--- config.mk ---
export PLATFORM = sky130hd
export DESIGN_NAME = combat_health_arbiter
export DESIGN_NICKNAME = d
export VERILOG_FILES = /design/src/rtl/combat_health_arbiter.sv
export SDC_FILE = /design/constraint.sdc
export NUM_CORES = 1
export LEC_CHECK = 0
export ABC_AREA = 1
export BUFFER_PORTS_ARGS = -buffer_cell sky130_fd_sc_hd__buf_2
export CAP_MARGIN = 20
export CORE_ASPECT_RATIO = 0.8
export CORE_MARGIN = 2
export CORE_UTILIZATION = 45
export CTS_BUF_LIST = sky130_fd_sc_hd__clkbuf_4 sky130_fd_sc_hd__clkbuf_8 sky130_fd_sc_hd__clkbuf_16
export DETAILED_ROUTE_END_ITERATION = 10
export PLACE_DENSITY = 0.67
export SETUP_SLACK_MARGIN = 0.3
export SYNTH_ARGS = -nofsm -noshare
export SYNTH_HDL_FRONTEND = slang
export SYNTH_SLANG_ARGS = --single-unit
--- constraint.sdc ---
create_clock -name clk -period 2.2 [get_ports clk]
set_clock_uncertainty 0.1 [all_clocks]
set_input_delay 0.11 -clock clk [delete_from_list [all_inputs] [get_ports clk]]
set_output_delay 0.11 -clock clk [all_outputs]
set_load 0.01 [all_outputs]
--- src/rtl/combat_health_arbiter.sv ---
// Two-player health/round arbiter: damage with invulnerability windows, KO/draw hold, match win tracking.
// Optional regeneration is compiled in only when the REGEN_EN macro is defined.
module combat_health_arbiter #(
    parameter int HP_W          = 9,
    parameter int HP_MAX        = 200,
    parameter int DMG_LIGHT     = 4,
    parameter int DMG_MED       = 10,
    parameter int DMG_HEAVY     = 40,
    parameter int INVULN_TICKS  = 8,
    parameter int KO_TICKS      = 16,
    parameter int ROUNDS_TO_WIN = 2,
    parameter int REGEN_PERIOD  = 60
) (
    input  logic            clk,
    input  logic            reset,
    input  logic            start,
    input  logic            tick,
    input  logic            p1_hit,
    input  logic            p2_hit,
    input  logic [1:0]      attack_state1,
    input  logic [1:0]      attack_state2,
    output logic [HP_W-1:0] health_1,
    output logic [HP_W-1:0] health_2,
    output logic [1:0]      wins_1,
    output logic [1:0]      wins_2,
    output logic [2:0]      state,
    output logic            round_end
);

    localparam int INV_W = $clog2(INVULN_TICKS + 1);
    localparam int KO_W  = $clog2(KO_TICKS + 1);

    localparam logic [HP_W-1:0]  HP_FULL  = HP_W'(HP_MAX);
    localparam logic [INV_W-1:0] INV_LOAD = INV_W'(INVULN_TICKS);
    localparam logic [KO_W-1:0]  KO_LAST  = KO_W'(KO_TICKS - 1);
    localparam logic [1:0]       WIN_TGT  = 2'(ROUNDS_TO_WIN);

    typedef enum logic [2:0] {
        S_IDLE       = 3'b000,
        S_FIGHT      = 3'b001,
        S_KO_P1      = 3'b010,
        S_KO_P2      = 3'b011,
        S_DRAW       = 3'b100,
        S_MATCH_OVER = 3'b101
    } state_t;

    state_t           state_q, state_d;
    logic [HP_W-1:0]  health1_q, health1_d, health2_q, health2_d;
    logic [1:0]       wins1_q, wins1_d, wins2_q, wins2_d;
    logic [INV_W-1:0] inv1_q, inv1_d, inv2_q, inv2_d;
    logic [KO_W-1:0]  ko_cnt_q, ko_cnt_d;
    logic             round_end_q, round_end_d;
    logic             acc1, acc2;

`ifdef REGEN_EN
    localparam int RG_W = $clog2(REGEN_PERIOD + 1);
    localparam logic [RG_W-1:0] RG_LAST = RG_W'(REGEN_PERIOD - 1);
    logic [RG_W-1:0] regen_q, regen_d;
    logic            regen_step;
`endif

    function automatic logic [HP_W-1:0] dmg_of(input logic [1:0] code);
        case (code)
            2'b01:   return HP_W'(DMG_LIGHT);
            2'b10:   return HP_W'(DMG_MED);
            2'b11:   return HP_W'(DMG_HEAVY);
            default: return '0;
        endcase
    endfunction

    function automatic logic [HP_W-1:0] sat_sub(input logic [HP_W-1:0] h, input logic [HP_W-1:0] d);
        return (h > d) ? h - d : '0;
    endfunction

    always_comb begin
        state_d     = state_q;
        health1_d   = health1_q;
        health2_d   = health2_q;
        wins1_d     = wins1_q;
        wins2_d     = wins2_q;
        inv1_d      = inv1_q;
        inv2_d      = inv2_q;
        ko_cnt_d    = ko_cnt_q;
        round_end_d = 1'b0;
        acc1        = 1'b0;
        acc2        = 1'b0;
`ifdef REGEN_EN
        regen_d     = '0;
        regen_step  = 1'b0;
`endif

        if (tick && inv1_q != '0) inv1_d = inv1_q - INV_W'(1);
        if (tick && inv2_q != '0) inv2_d = inv2_q - INV_W'(1);

        case (state_q)
            S_IDLE: begin
                health1_d = '0;
                health2_d = '0;
                wins1_d   = '0;
                wins2_d   = '0;
                if (start) begin
                    state_d   = S_FIGHT;
                    health1_d = HP_FULL;
                    health2_d = HP_FULL;
                    inv1_d    = '0;
                    inv2_d    = '0;
                end
            end
            S_FIGHT: begin
                // Exit looks at registered health, so the cycle after the killing blow ends the round.
                if (health1_q == '0 || health2_q == '0) begin
                    round_end_d = 1'b1;
                    ko_cnt_d    = '0;
                    if (health1_q == '0 && health2_q == '0) begin
                        state_d = S_DRAW;
                    end else if (health2_q == '0) begin
                        state_d = S_KO_P1;
                        wins1_d = wins1_q + 2'd1;
                    end else begin
                        state_d = S_KO_P2;
                        wins2_d = wins2_q + 2'd1;
                    end
                end else begin
                    acc2 = p1_hit && attack_state1 != 2'b00 && inv2_q == '0;
                    acc1 = p2_hit && attack_state2 != 2'b00 && inv1_q == '0;
                    if (acc2) begin
                        health2_d = sat_sub(health2_q, dmg_of(attack_state1));
                        inv2_d    = INV_LOAD;
                    end
                    if (acc1) begin
                        health1_d = sat_sub(health1_q, dmg_of(attack_state2));
                        inv1_d    = INV_LOAD;
                    end
`ifdef REGEN_EN
                    regen_d = regen_q;
                    if (tick) begin
                        if (regen_q == RG_LAST) begin
                            regen_d    = '0;
                            regen_step = 1'b1;
                        end else begin
                            regen_d = regen_q + RG_W'(1);
                        end
                    end
                    // A hit on the same edge wins over regeneration.
                    if (regen_step && !acc1 && inv1_q == '0 && health1_q < HP_FULL)
                        health1_d = health1_q + HP_W'(1);
                    if (regen_step && !acc2 && inv2_q == '0 && health2_q < HP_FULL)
                        health2_d = health2_q + HP_W'(1);
`endif
                end
            end
            S_KO_P1, S_KO_P2, S_DRAW: begin
                if (tick) begin
                    if (ko_cnt_q == KO_LAST) begin
                        if (wins1_q == WIN_TGT || wins2_q == WIN_TGT) begin
                            state_d = S_MATCH_OVER;
                        end else begin
                            state_d   = S_FIGHT;
                            health1_d = HP_FULL;
                            health2_d = HP_FULL;
                            inv1_d    = '0;
                            inv2_d    = '0;
                        end
                    end else begin
                        ko_cnt_d = ko_cnt_q + KO_W'(1);
                    end
                end
            end
            S_MATCH_OVER: begin
                if (start) begin
                    state_d   = S_FIGHT;
                    wins1_d   = '0;
                    wins2_d   = '0;
                    health1_d = HP_FULL;
                    health2_d = HP_FULL;
                    inv1_d    = '0;
                    inv2_d    = '0;
                end
            end
            default: state_d = S_IDLE;
        endcase
    end

    always_ff @(posedge clk or negedge reset) begin
        if (!reset) begin
            state_q     <= S_IDLE;
            health1_q   <= '0;
            health2_q   <= '0;
            wins1_q     <= '0;
            wins2_q     <= '0;
            inv1_q      <= '0;
            inv2_q      <= '0;
            ko_cnt_q    <= '0;
            round_end_q <= 1'b0;
        end else begin
            state_q     <= state_d;
            health1_q   <= health1_d;
            health2_q   <= health2_d;
            wins1_q     <= wins1_d;
            wins2_q     <= wins2_d;
            inv1_q      <= inv1_d;
            inv2_q      <= inv2_d;
            ko_cnt_q    <= ko_cnt_d;
            round_end_q <= round_end_d;
        end
    end

`ifdef REGEN_EN
    always_ff @(posedge clk or negedge reset) begin
        if (!reset) regen_q <= '0;
        else        regen_q <= regen_d;
    end
`endif

    assign health_1  = health1_q;
    assign health_2  = health2_q;
    assign wins_1    = wins1_q;
    assign wins_2    = wins2_q;
    assign state     = state_q;
    assign round_end = round_end_q;

endmodule
==> results by group, run 1 <==
Synth
  • Main synth FF type: dfrtp_1
  • Seq/Total Area, Yosys: 32.8%
  • FFs w/ async S/R, synth: 100%
  • Synth top area share: 32.8%
  • Top post-synthesis cells by count: nand2_1 (128), inv_1 (69), nor2_1 (56), dfrtp_1 (37), nand3_1 (31)
  • Cells after Synth: 416
  • EDFF count, synth: 0
  • #FFs+latches synth: 37
  • Avg Inst Size Synth: 6.78 µm²
  • Yosys top cell by area: dfrtp_1
  • Yosys cell types: 33
  • Post-Syn Area: 2820 µm²
  • Most common cell in the netlist: nand2_1
  • Synth Warn #: 0
  • Synth top area cells: dfrtp_1 (33%), nand2_1 (17%), inv_1 (9.2%)

STA
  • Min setup slack post-route: 0.280 ns
  • Setup TNS: 0 ns
  • Final min period: 1.92 ns
  • Final hold viol count: 0
  • Final period utilization: 87.3%
  • Relative slew slack: 44.9%
  • Worst hold slack: 0.0872 ns
  • Final setup violation count: 0
  • Worst-Margin Slew: 0.826 ns
  • RSZ-0062 raised after global routing: true
  • Achievable Freq: 521 MHz
  • Slew Limit Fails: 0

Worst setup path
  • Critical path required time: 2.33 ns
  • Launching element type of the critical path: flip-flop
  • Critical path class: reg2reg
  • CP arrival: 2.05 ns
  • Worst-path cell chain: inv_2 -> ha_4 -> fa_2 -> o21ai_2 -> buf_4 -> buf_6 -> nand2_4 -> nand2_2 -> nand2_1 -> nand2_1 -> nand2_1 -> nand3_1 -> nand2_1 -> nand2_1
  • Slowest Stage Delay on Critical Path: 0.37 ns
  • CP endpoint kind: flip-flop
  • Worst-path maximum fanout: 2
  • CP max stage cell: fa_2
  • Most common cell on crit path: nand2_1

CTS
  • Clk sinks: 37
  • CTS Buf Count: 5
  • H-tree Lvls: 2
  • Insertion delay to the later sink of the worst-skew pair: 0.29 ns
  • Clock buffer depth: 2
  • Reg clk slew, reported paths: 0.07 ns
  • CTS tree: yes
  • Root buffer cell: clkbuf_8

Detailed routing
  • Drt pass-1 iters: 4
  • DRT Wirelength: 6560 µm
  • Routed wire per std cell: 11.9 µm
  • Final ANT Viol Nets: 0
  • DR DRC count: 0
  • Vias per cell: 4.85
  • Total number of vias: 2681
  • Iter 0 DRT Violations: 173

Final layout
  • Share of layout cells above drive strength 1: 27.5%
  • Fin cells: 553
  • Finished Cell Area: 3460 µm²
  • Final Core Density: 57.9%
  • Filler cells: 552
  • Sequential cell area: 926 µm²
  • Area of the multi-input gates: 1750 µm²
  • Area Growth Syn to Fin: 22.7%
  • Antenna Cells: 0
  • Final net count: 498

Place
  • DP Worst Slack: 0.122 ns
  • Placed insts: 528
  • PortBufs: 33
  • Placed inst area: 3060 µm²
  • Post-DP HPWL: 4740 µm
  • Routability cong.: 0.909

Global routing
  • Vias in the first global route: 2437
  • Grt total ovfl: 0
  • First-pass GRT wire length: 10900 µm
  • Initial antenna violation count: 0
  • GRT Util Overall: 19.9%
  • Largest net degree at the start of global routing: 38

Power and ir drop
  • Total power: 5.60 mW
  • Leak Pwr: 1.90 nW
  • Max IR drop VDD: 0.807 mV
  • Pwr Density: 1620 nW/µm²

Floorplan
  • Core ar.: 5970 µm²
  • Chip height: 74.8 µm
  • Die area: 6920 µm²
  • Row count: 25
  • IO Pins: 36
  • Initial Util: 47.2%
  • Die width: 92.5 µm

Flow run
  • Max-cap violations: 0

Worst hold path
  • Hold Path Class: in2reg

Run status
  • Status: complete, no violations
## power by group
group / internal [mW] / switching (mW) / leakage [nW]
registers: 0.967 / 0.270 / 0.477
logic: 1.48 / 2.39 / 1.38
clock network: 0.261 / 0.226 / 0.0477
## cells in the final DEF (no fill, tap or decap), drive strengths merged, types with 6 or more instances in the layout
cell,n
ha,14
nand4,6
o21ai,24
inv,73
nor2,61
clkbuf,7
buf,50
nand2,131
a21oi,10
dfrtp,37
nand3,35
## path summary, 6_finish.rpt
check,start,slack [ns],end,depth (start not counted)
setup reg to reg,health_1[1],0.28,health_1[7],14
min in group asynchronous,reset,0.35,ko_cnt_q[1],2
setup / recovery,health_1[1],0.28,health_1[7],14
hold / removal,tick,0.09,inv1_q[2],3
hold reg to reg,ko_cnt_q[4],0.40,ko_cnt_q[4],2
max in group asynchronous,reset,1.12,inv2_q[1],2
## cells by family (layout without fill, tap and decap cells)
kind of cell	after synthesis	in the layout	share of synthesized area [%]
XOR/XNOR	9	9	2.79
AO/OA/AOI/OAI	35	35	6.97
multiplexers	1	1	0.399
AND/OR/NAND/NOR	240	241	37.4
other	1	2	0.133
buffers and inverters	77	131	11.8
flip-flops	37	37	32.8
adder cells (fa/ha/maj)	16	16	7.63
## final cells by class
| class | instances | area share (%) |
|---|---|---|
| Timing Repair Buffer | 51 | 8.97 |
| Multi-Input combinational cell | 304 | 50.6 |
| Tap cell | 81 | 2.93 |
| Inverter | 73 | 8.13 |
| Clock buffer | 7 | 2.60 |
| Sequential cell | 37 | 26.8 |
## worst max-delay path: cells and delay by family (launching register included)
kind,cells,cell delay [ns]
fa+ha+maj,2,0.53
simple gates,8,0.43
flops,1,0.36
buf+inv,3,0.29
compound gates,1,0.15
## state kept, by name, summed over array words and instances (netlist names)
name and cells:
inv2_q 4, ko_cnt_q 5, inv1_q 4, wins_1 2, state 3, round_end 1, health_1 8, health_2 8
wins_2 2
## routing by layer
layer  wire, µm  vias up  GRT usage [%]
met5          0        -              0
met4         44        0           4.98
met3        318        5           4.30
met2       2810       55           31.1
met1       3390     1232           28.5
li1           -     1389              -
## what timing repair did
item                       4_1_cts  5_1_grt
cloned                           1        0
resized for setup               21       35
setup endpoints to repair       19       36
pin swaps                       17       20
hold buffers                     1        0
hold endpoints to repair        37        0
setup buffers                    9        7
Power figures use the tool's default switching activity.
==> inputs of run 2 (changes only) <==
- CORE_ASPECT_RATIO: 0.8 -> unset
- CORE_MARGIN: 2 -> unset
==> run 2 against run 1 <==
Power grew 4.9%. Die area shrank 4.8%. Critical path depth shrank 1. Utilization grew 1.1 points. Clock power grew 30%. Non-clock buffer count grew 4. Critical endpoint is now health_1[5]. Largest cell class unchanged.
==> results by group, run 2 (same netlist as run 1, synthesis figures left out) <==
Run status
  • Status: complete, no violations (unchanged)

Worst setup path
  • CP max stage cell: dfrtp_1 (was fa_2)
  • Launching element type of the critical path: flip-flop (unchanged)
  • Slowest Stage Delay on Critical Path: 0.36 ns (was 0.37 ns)
  • R2r endpoint: health_1[5] (was health_1[7])
  • CP endpoint kind: flip-flop (unchanged)
  • CP arrival: 2.08 ns (was 2.05 ns)
  • Worst-path cell chain: ha_2 -> nand2_2 -> nor2_2 -> ha_2 -> inv_2 -> nand3_4 -> nand2_4 -> nor2_4 -> buf_6 -> nand3_4 -> nor2_4 -> nand2_1 -> nand2_1 (was inv_2 -> ha_4 -> fa_2 -> o21ai_2 -> buf_4 -> buf_6 -> nand2_4 -> nand2_2 -> nand2_1 -> nand2_1 -> nand2_1 -> nand3_1 -> nand2_1 -> nand2_1)
  • Critical path class: reg2reg (unchanged)
  • Reg2Reg Depth: 13 (was 14)
  • Critical path required time: 2.34 ns (was 2.33 ns)
  • Worst-path maximum fanout: 5 (was 2)
  • Reg2reg setup slack: 0.26 ns (was 0.28 ns)
  • Worst reg2reg path startpoint: ko_cnt_q[1] (was health_1[1])

Detailed routing
  • Vias per cell: 4.98 (was 4.85)
  • Final ANT Viol Nets: 0 (unchanged)
  • Routed wire per std cell: 12.7 µm (was 11.9 µm)
  • DRT Wirelength: 7010 µm (was 6560 µm)
  • Total number of vias: 2747 (was 2681)
  • Iter 0 DRT Violations: 139 (was 173)
  • DR DRC count: 0 (unchanged)
  • Drt pass-1 iters: 4 (unchanged)

Worst hold path
  • Hold Path Class: in2reg (unchanged)
  • Hold endpoint: inv1_q[2] (unchanged)
  • WHS Path Cells: 3 (unchanged)
  • HP Start: tick (unchanged)

Final layout
  • Final net count: 502 (was 498)
  • Commonest non-fill, non-tap cell in the layout: nand2_1 (unchanged)
  • Sequential cell area: 926 µm² (unchanged)
  • Filler cells: 549 (was 552)
  • Antenna Cells: 0 (unchanged)
  • Share of layout cells above drive strength 1: 28.5% (was 27.5%)
  • Area Growth Syn to Fin: 25.5% (was 22.7%)
  • Commonest non-fill, non-tap cells in the layout: nand2_1 (115), inv_1 (63), nor2_1 (45), dfrtp_1 (37), buf_2 (33) (was nand2_1 (113), inv_1 (62), nor2_1 (45), dfrtp_1 (37), buf_2 (33))
  • Area of the multi-input gates: 1790 µm² (was 1750 µm²)
  • Fin cells: 552 (was 553)

Place
  • Routability cong.: 0.905 (was 0.909)
  • Placed insts: 522 (was 528)
  • Post-DP HPWL: 4840 µm (was 4740 µm)
  • PortBufs: 33 (unchanged)
  • DP Worst Slack: 0.194 ns (was 0.122 ns)

STA
  • Relative slew slack: 42.3% (was 44.9%)
  • Final hold viol count: 0 (unchanged)
  • Worst-Margin Slew: 0.865 ns (was 0.826 ns)
  • Setup TNS: 0 ns (unchanged)
  • Final period utilization: 88.3% (was 87.3%)
  • Slew Limit Fails: 0 (unchanged)
  • Achievable Freq: 515 MHz (was 521 MHz)
  • RSZ-0062 raised after global routing: true (unchanged)
  • Final setup violation count: 0 (unchanged)
  • Final min period: 1.94 ns (was 1.92 ns)
  • Min setup slack post-route: 0.257 ns (was 0.280 ns)

Floorplan
  • Core ar.: 5990 µm² (was 5970 µm²)
  • Initial Util: 47.1% (was 47.2%)
  • Die width: 81.2 µm (was 92.5 µm)
  • Die area: 6590 µm² (was 6920 µm²)
  • Chip height: 81.2 µm (was 74.8 µm)
  • Row count: 28 (was 25)
  • IO Pins: 36 (unchanged)

Global routing
  • Initial antenna violation count: 0 (unchanged)
  • GRT Util Overall: 21.5% (was 19.9%)
  • Grt total ovfl: 0 (unchanged)
  • Vias in the first global route: 2534 (was 2437)
  • First-pass GRT wire length: 10900 µm (about the same)
  • Largest net degree at the start of global routing: 38 (unchanged)

Power and ir drop
  • Leak Pwr: 1.94 nW (was 1.90 nW)
  • Max IR drop VDD: 0.651 mV (was 0.807 mV)
  • Pwr Density: 1660 nW/µm² (was 1620 nW/µm²)

CTS
  • CTS tree: yes (unchanged)
  • Clock buffer depth: 2 (unchanged)
  • Insertion delay to the later sink of the worst-skew pair: 0.30 ns (was 0.29 ns)
  • Reg clk slew, reported paths: 0.08 ns (was 0.07 ns)
  • Root buffer cell: clkbuf_8 (unchanged)
  • CTS Buf Count: 5 (unchanged)
  • H-tree Lvls: 2 (unchanged)
  • Clk sinks: 37 (unchanged)

Flow run
  • Max-cap violations: 0 (unchanged)
[run 2: final cells by class]
class                   instances  share of cell area [%]
multi-input cells             304                    50.5
flip-flops and latches         37                    26.2
repair buffers                 55                    9.51
inverters                      73                    7.81
well taps                      75                    2.65
clock buffers                   6                    2.33
clock inverters                 2                    1.06
[run 2: how the worst max path moves through the flow]
stage / start / endpoint / slack (ns) / cells after the start
6_report: ko_cnt_q[1] / health_1[5] / 0.26 / 13
5_1_grt: ko_cnt_q[0] / health_1[2] / 0.13 / 13
4_1_cts: health_1[1] / health_1[6] / 0.27 / 12
3_5_place_dp: health_1[1] / health_1[6] / 0.19 / 12
3_3_place_gp: health_1[1] / health_1[6] / 0.26 / 12
2_1_floorplan: health_1[1] / health_1[1] / 0.30 / 12
[run 2: worst max-delay path, delay by kind of cell (launching register included)]
| family | cells | cell delay, ns |
|---|---|---|
| AND/OR/NAND/NOR | 9 | 0.88 |
| flip-flops | 1 | 0.36 |
| adder cells (fa/ha/maj) | 2 | 0.36 |
| buffers and inverters | 2 | 0.17 |
[run 2: report_power, final]
part	switching, mW	internal [mW]
Sequential	0.273	0.966
Clock	0.262	0.369
Combinational	2.44	1.56
[run 2: per-layer routing]
layer  vias up  track usage (%)  wire length [µm]
li1       1410                -                 -
met1      1266             26.2              3170
met2        58             37.1              3470
met3        13             3.93               247
met4         0             8.57               129
met5         -                0                 0
[run 2: stage by stage]
stage	utilization, %	total power, mW	cell area, µm²	hold WS (ns)
finish	59.1	5.87	3540	0.0734
detailed placement	51.0	4.47	3050	0.178
global route	59.1	6.42	3540	0.100
floorplan	-	3.71	2850	-0.286
CTS	54.5	5.29	3270	0.0765
global placement	51.0	4.40	3050	0.164
[run 2: what timing repair did]
item / 4_1_cts / 5_1_grt
pin swaps: 8 / 24
cloned: 1 / 0
resized for setup: 8 / 52
hold endpoints to repair: 37 / 0
buffers inserted: 7 / 13
endpoints found under the setup margin: 20 / 34
hold buffers: 1 / 0
==> inputs of run 3 (changes only) <==
- ABC_AREA: 1 -> unset
- SKIP_LAST_GASP: unset -> 1
==> run 3 against run 2 <==
The run now ends with negative setup slack left. Global-route usage is 2.8 points higher. First-iteration DRC count increased by 31%. Critical path depth down 3. Synthesized cell count down 28%.
==> results by group, run 3 <==
Worst setup path
  • CP arrival: 2.41 ns (was 2.08 ns)
  • Critical path class: reg2reg (unchanged)
  • Worst-path maximum fanout: 3 (was 5)
  • Launching element type of the critical path: flip-flop (unchanged)
  • Critical path required time: 2.29 ns (was 2.34 ns)
  • CP endpoint kind: flip-flop (unchanged)

Final layout
  • Share of layout cells above drive strength 1: 38.6% (was 28.5%)
  • Final net count: 409 (was 502)
  • Final Core Density: 65.7% (was 59.1%)
  • Commonest non-fill, non-tap cell in the layout: buf_4 (was nand2_1)
  • Filler cells: 450 (was 549)
  • Antenna Cells: 0 (unchanged)
  • Area Growth Syn to Fin: 39.9% (was 25.5%)
  • Commonest non-fill, non-tap cells in the layout: buf_4 (47), dfrtp_1 (36), buf_2 (33), nor2_1 (31) (was nand2_1 (115), inv_1 (63), nor2_1 (45), dfrtp_1 (37), buf_2 (33))

Global routing
  • GRT Util Overall: 24.3% (was 21.5%)
  • Vias in the first global route: 2486 (was 2534)
  • Largest net degree at the start of global routing: 38 (unchanged)
  • Grt total ovfl: 0 (unchanged)
  • First-pass GRT wire length: 11600 µm (was 10900 µm)
  • Initial antenna violation count: 0 (unchanged)

Floorplan
  • IO Pins: 36 (unchanged)
  • Chip height: 78.1 µm (was 81.2 µm)
  • Die area: 6090 µm² (was 6590 µm²)
  • Initial Util: 47.0% (was 47.1%)
  • Row count: 27 (was 28)
  • Die width: 78.1 µm (was 81.2 µm)
  • Core ar.: 5540 µm² (was 5990 µm²)

Power and ir drop
  • Max IR drop VDD: 0.858 mV (was 0.651 mV)
  • Leak Pwr: 1.68 nW (was 1.94 nW)
  • Total power: 5.79 mW (was 5.87 mW)
  • Pwr Density: 1590 nW/µm² (was 1660 nW/µm²)

Synth
  • Synth top area share: 35.6% (was 32.8%)
  • Yosys cell types: 64 (was 33)
  • Post-Syn Area: 2600 µm² (was 2820 µm²)
  • #FFs+latches synth: 37 (unchanged)
  • Main synth FF type: dfrtp_1 (unchanged)
  • Synth top area cells: dfrtp_1 (36%), ha_1 (6.7%), nor2_1 (4.9%) (was dfrtp_1 (33%), nand2_1 (17%), inv_1 (9.2%))
  • Avg Inst Size Synth: 8.71 µm² (was 6.78 µm²)
  • Top post-synthesis cells by count: dfrtp_1 (37), nor2_1 (34), o21ai_0 (25), nand2_1 (23), inv_1 (22) (was nand2_1 (128), inv_1 (69), nor2_1 (56), dfrtp_1 (37), nand3_1 (31))
  • EDFF count, synth: 0 (unchanged)
  • Cells after Synth: 299 (was 416)
  • Seq/Total Area, Yosys: 35.6% (was 32.8%)
  • FFs w/ async S/R, synth: 100% (unchanged)
  • Most common cell in the netlist: dfrtp_1 (was nand2_1)
  • Synth Warn #: 0 (unchanged)
  • Yosys top cell by area: dfrtp_1 (unchanged)

CTS
  • CTS Buf Count: 5 (unchanged)
  • Clock buffer depth: 2 (unchanged)
  • CTS tree: yes (unchanged)
  • Reg clk slew, reported paths: 0.07 ns (was 0.08 ns)
  • Root buffer cell: clkbuf_8 (unchanged)
  • Clk sinks: 37 (unchanged)
  • Insertion delay to the later sink of the worst-skew pair: 0.30 ns (about the same)
  • H-tree Lvls: 2 (unchanged)

Place
  • Routability cong.: 0.812 (was 0.905)
  • Post-DP HPWL: 5080 µm (was 4840 µm)
  • PortBufs: 33 (unchanged)

STA
  • Final hold viol count: 0 (unchanged)
  • Relative slew slack: 42.9% (was 42.3%)
  • RSZ-0062 raised after global routing: true (unchanged)
  • Min setup slack post-route: -0.128 ns (was 0.257 ns)
  • Achievable Freq: 429 MHz (was 515 MHz)
  • Final period utilization: 106% (was 88.3%)
  • Final setup violation count: 16 (was 0)
  • Slew Limit Fails: 0 (unchanged)
  • Worst-Margin Slew: 0.856 ns (was 0.865 ns)
  • Worst hold slack: 0.125 ns (was 0.0734 ns)
  • Final min period: 2.33 ns (was 1.94 ns)

Detailed routing
  • DR DRC count: 0 (unchanged)
  • Vias per cell: 5.70 (was 4.98)
  • DRT Wirelength: 7120 µm (was 7010 µm)
  • Iter 0 DRT Violations: 182 (was 139)
  • Drt pass-1 iters: 5 (was 4)
  • Routed wire per std cell: 15.7 µm (was 12.7 µm)
  • Final ANT Viol Nets: 0 (unchanged)
  • Total number of vias: 2592 (was 2747)

Flow run
  • Max-cap violations: 0 (unchanged)

Run status
  • Status: finished with violations (was complete, no violations)
  • Failing checks: negative setup slack

Worst hold path
  • Hold Path Class: in2reg (unchanged)
==> run 3: changes by cell type after synthesis, sizes merged, moves of 5 or more <==
cell,change
or4,+5
clkbuf,+5
nor4,+6
a21oi,+11
nand2b,+6
nand4,-5
nor2,-27
nand3,-26
inv,-51
nand2,-108
xor2,-5
a31oi,+8
==> run 3: per-stage QoR <==
stage	instance area [µm²]	setup TNS (ns)	worst slack, ns	instances
2_1_floorplan	2710	0	0.0408	300
3_3_place_gp	3190	-0.0205	-0.00962	434
3_5_place_dp	3190	-0.304	-0.0466	434
4_1_cts	3460	-0.189	-0.0372	450
5_1_grt	3640	-3.15	-0.220	455
6_report	3640	-1.06	-0.128	455
==> run 3: worst max-delay path: stages, from the launching register on <==
cell     delay (ns)
dfrtp_1        0.40
ha_2           0.20
and3_4         0.19
ha_4           0.16
buf_4          0.13
buf_6          0.10
buf_6          0.11
buf_6          0.11
nor4b_4        0.32
a21oi_2        0.09
mux2_4         0.30
==> run 3: power breakdown <==
part           internal, mW  switching (mW)
clock                 0.261           0.245
sequential            0.934           0.241
combinational          1.88            2.23
total                  3.07            2.71
==> run 3: cells by family after synthesis <==
| kind of cell | Yosys count | share of synthesized area, % |
|---|---|---|
| AND/OR/NAND/NOR | 114 | 23.5 |
| AO/OA/AOI/OAI | 89 | 23.3 |
| flip-flops | 37 | 35.6 |
| buffers and inverters | 32 | 5.53 |
| adder cells (fa/ha/maj) | 16 | 8.27 |
| multiplexers | 6 | 2.40 |
| XOR/XNOR | 4 | 1.35 |
| other | 1 | 0.144 |
==> run 3: path summary, 6_finish.rpt <==
| path | startpoint | to | cells past startpoint | slack, ns |
|---|---|---|---|---|
| worst max-delay path | ko_cnt_q[0] | ko_cnt_q[4] | 10 | -0.13 |
| worst min-delay path | tick | inv1_q[2] | 3 | 0.13 |
| worst max register to register | ko_cnt_q[0] | ko_cnt_q[4] | 10 | -0.13 |
| worst min register to register | ko_cnt_q[3] | ko_cnt_q[3] | 1 | 0.39 |
| max in group asynchronous | reset | health_2[6] | 2 | 1.05 |
| min in group asynchronous | reset | ko_cnt_q[1] | 2 | 0.35 |
==> run 3: repair_timing <==
item | CTS | global route
buffers inserted | 8 | 5
resized for setup | 28 | 26
endpoints found under the hold margin | 37 | 0
pin swaps | 15 | 6
hold buffers | 1 | 0
setup endpoints to repair | 34 | 36
==> run 3: cell type report <==
cell class,count,area (µm²),share of cell area (%)
tap,72,90.1,2.47
multi-input combinational,231,1870,51.3
timing repair buffer,86,584,16.0
inverter,22,82.6,2.27
clock buffer,7,90.1,2.47
sequential,37,927,25.5
==> run 3: per-layer routing <==
| layer | up-vias | global-route usage, % | routed length (µm) |
|---|---|---|---|
| li1 | 1265 | - | - |
| met4 | 0 | 7.59 | 91 |
| met2 | 65 | 40.6 | 3540 |
| met1 | 1254 | 32.1 | 3230 |
| met3 | 8 | 4.07 | 262 |
| met5 | - | 0 | 0 |
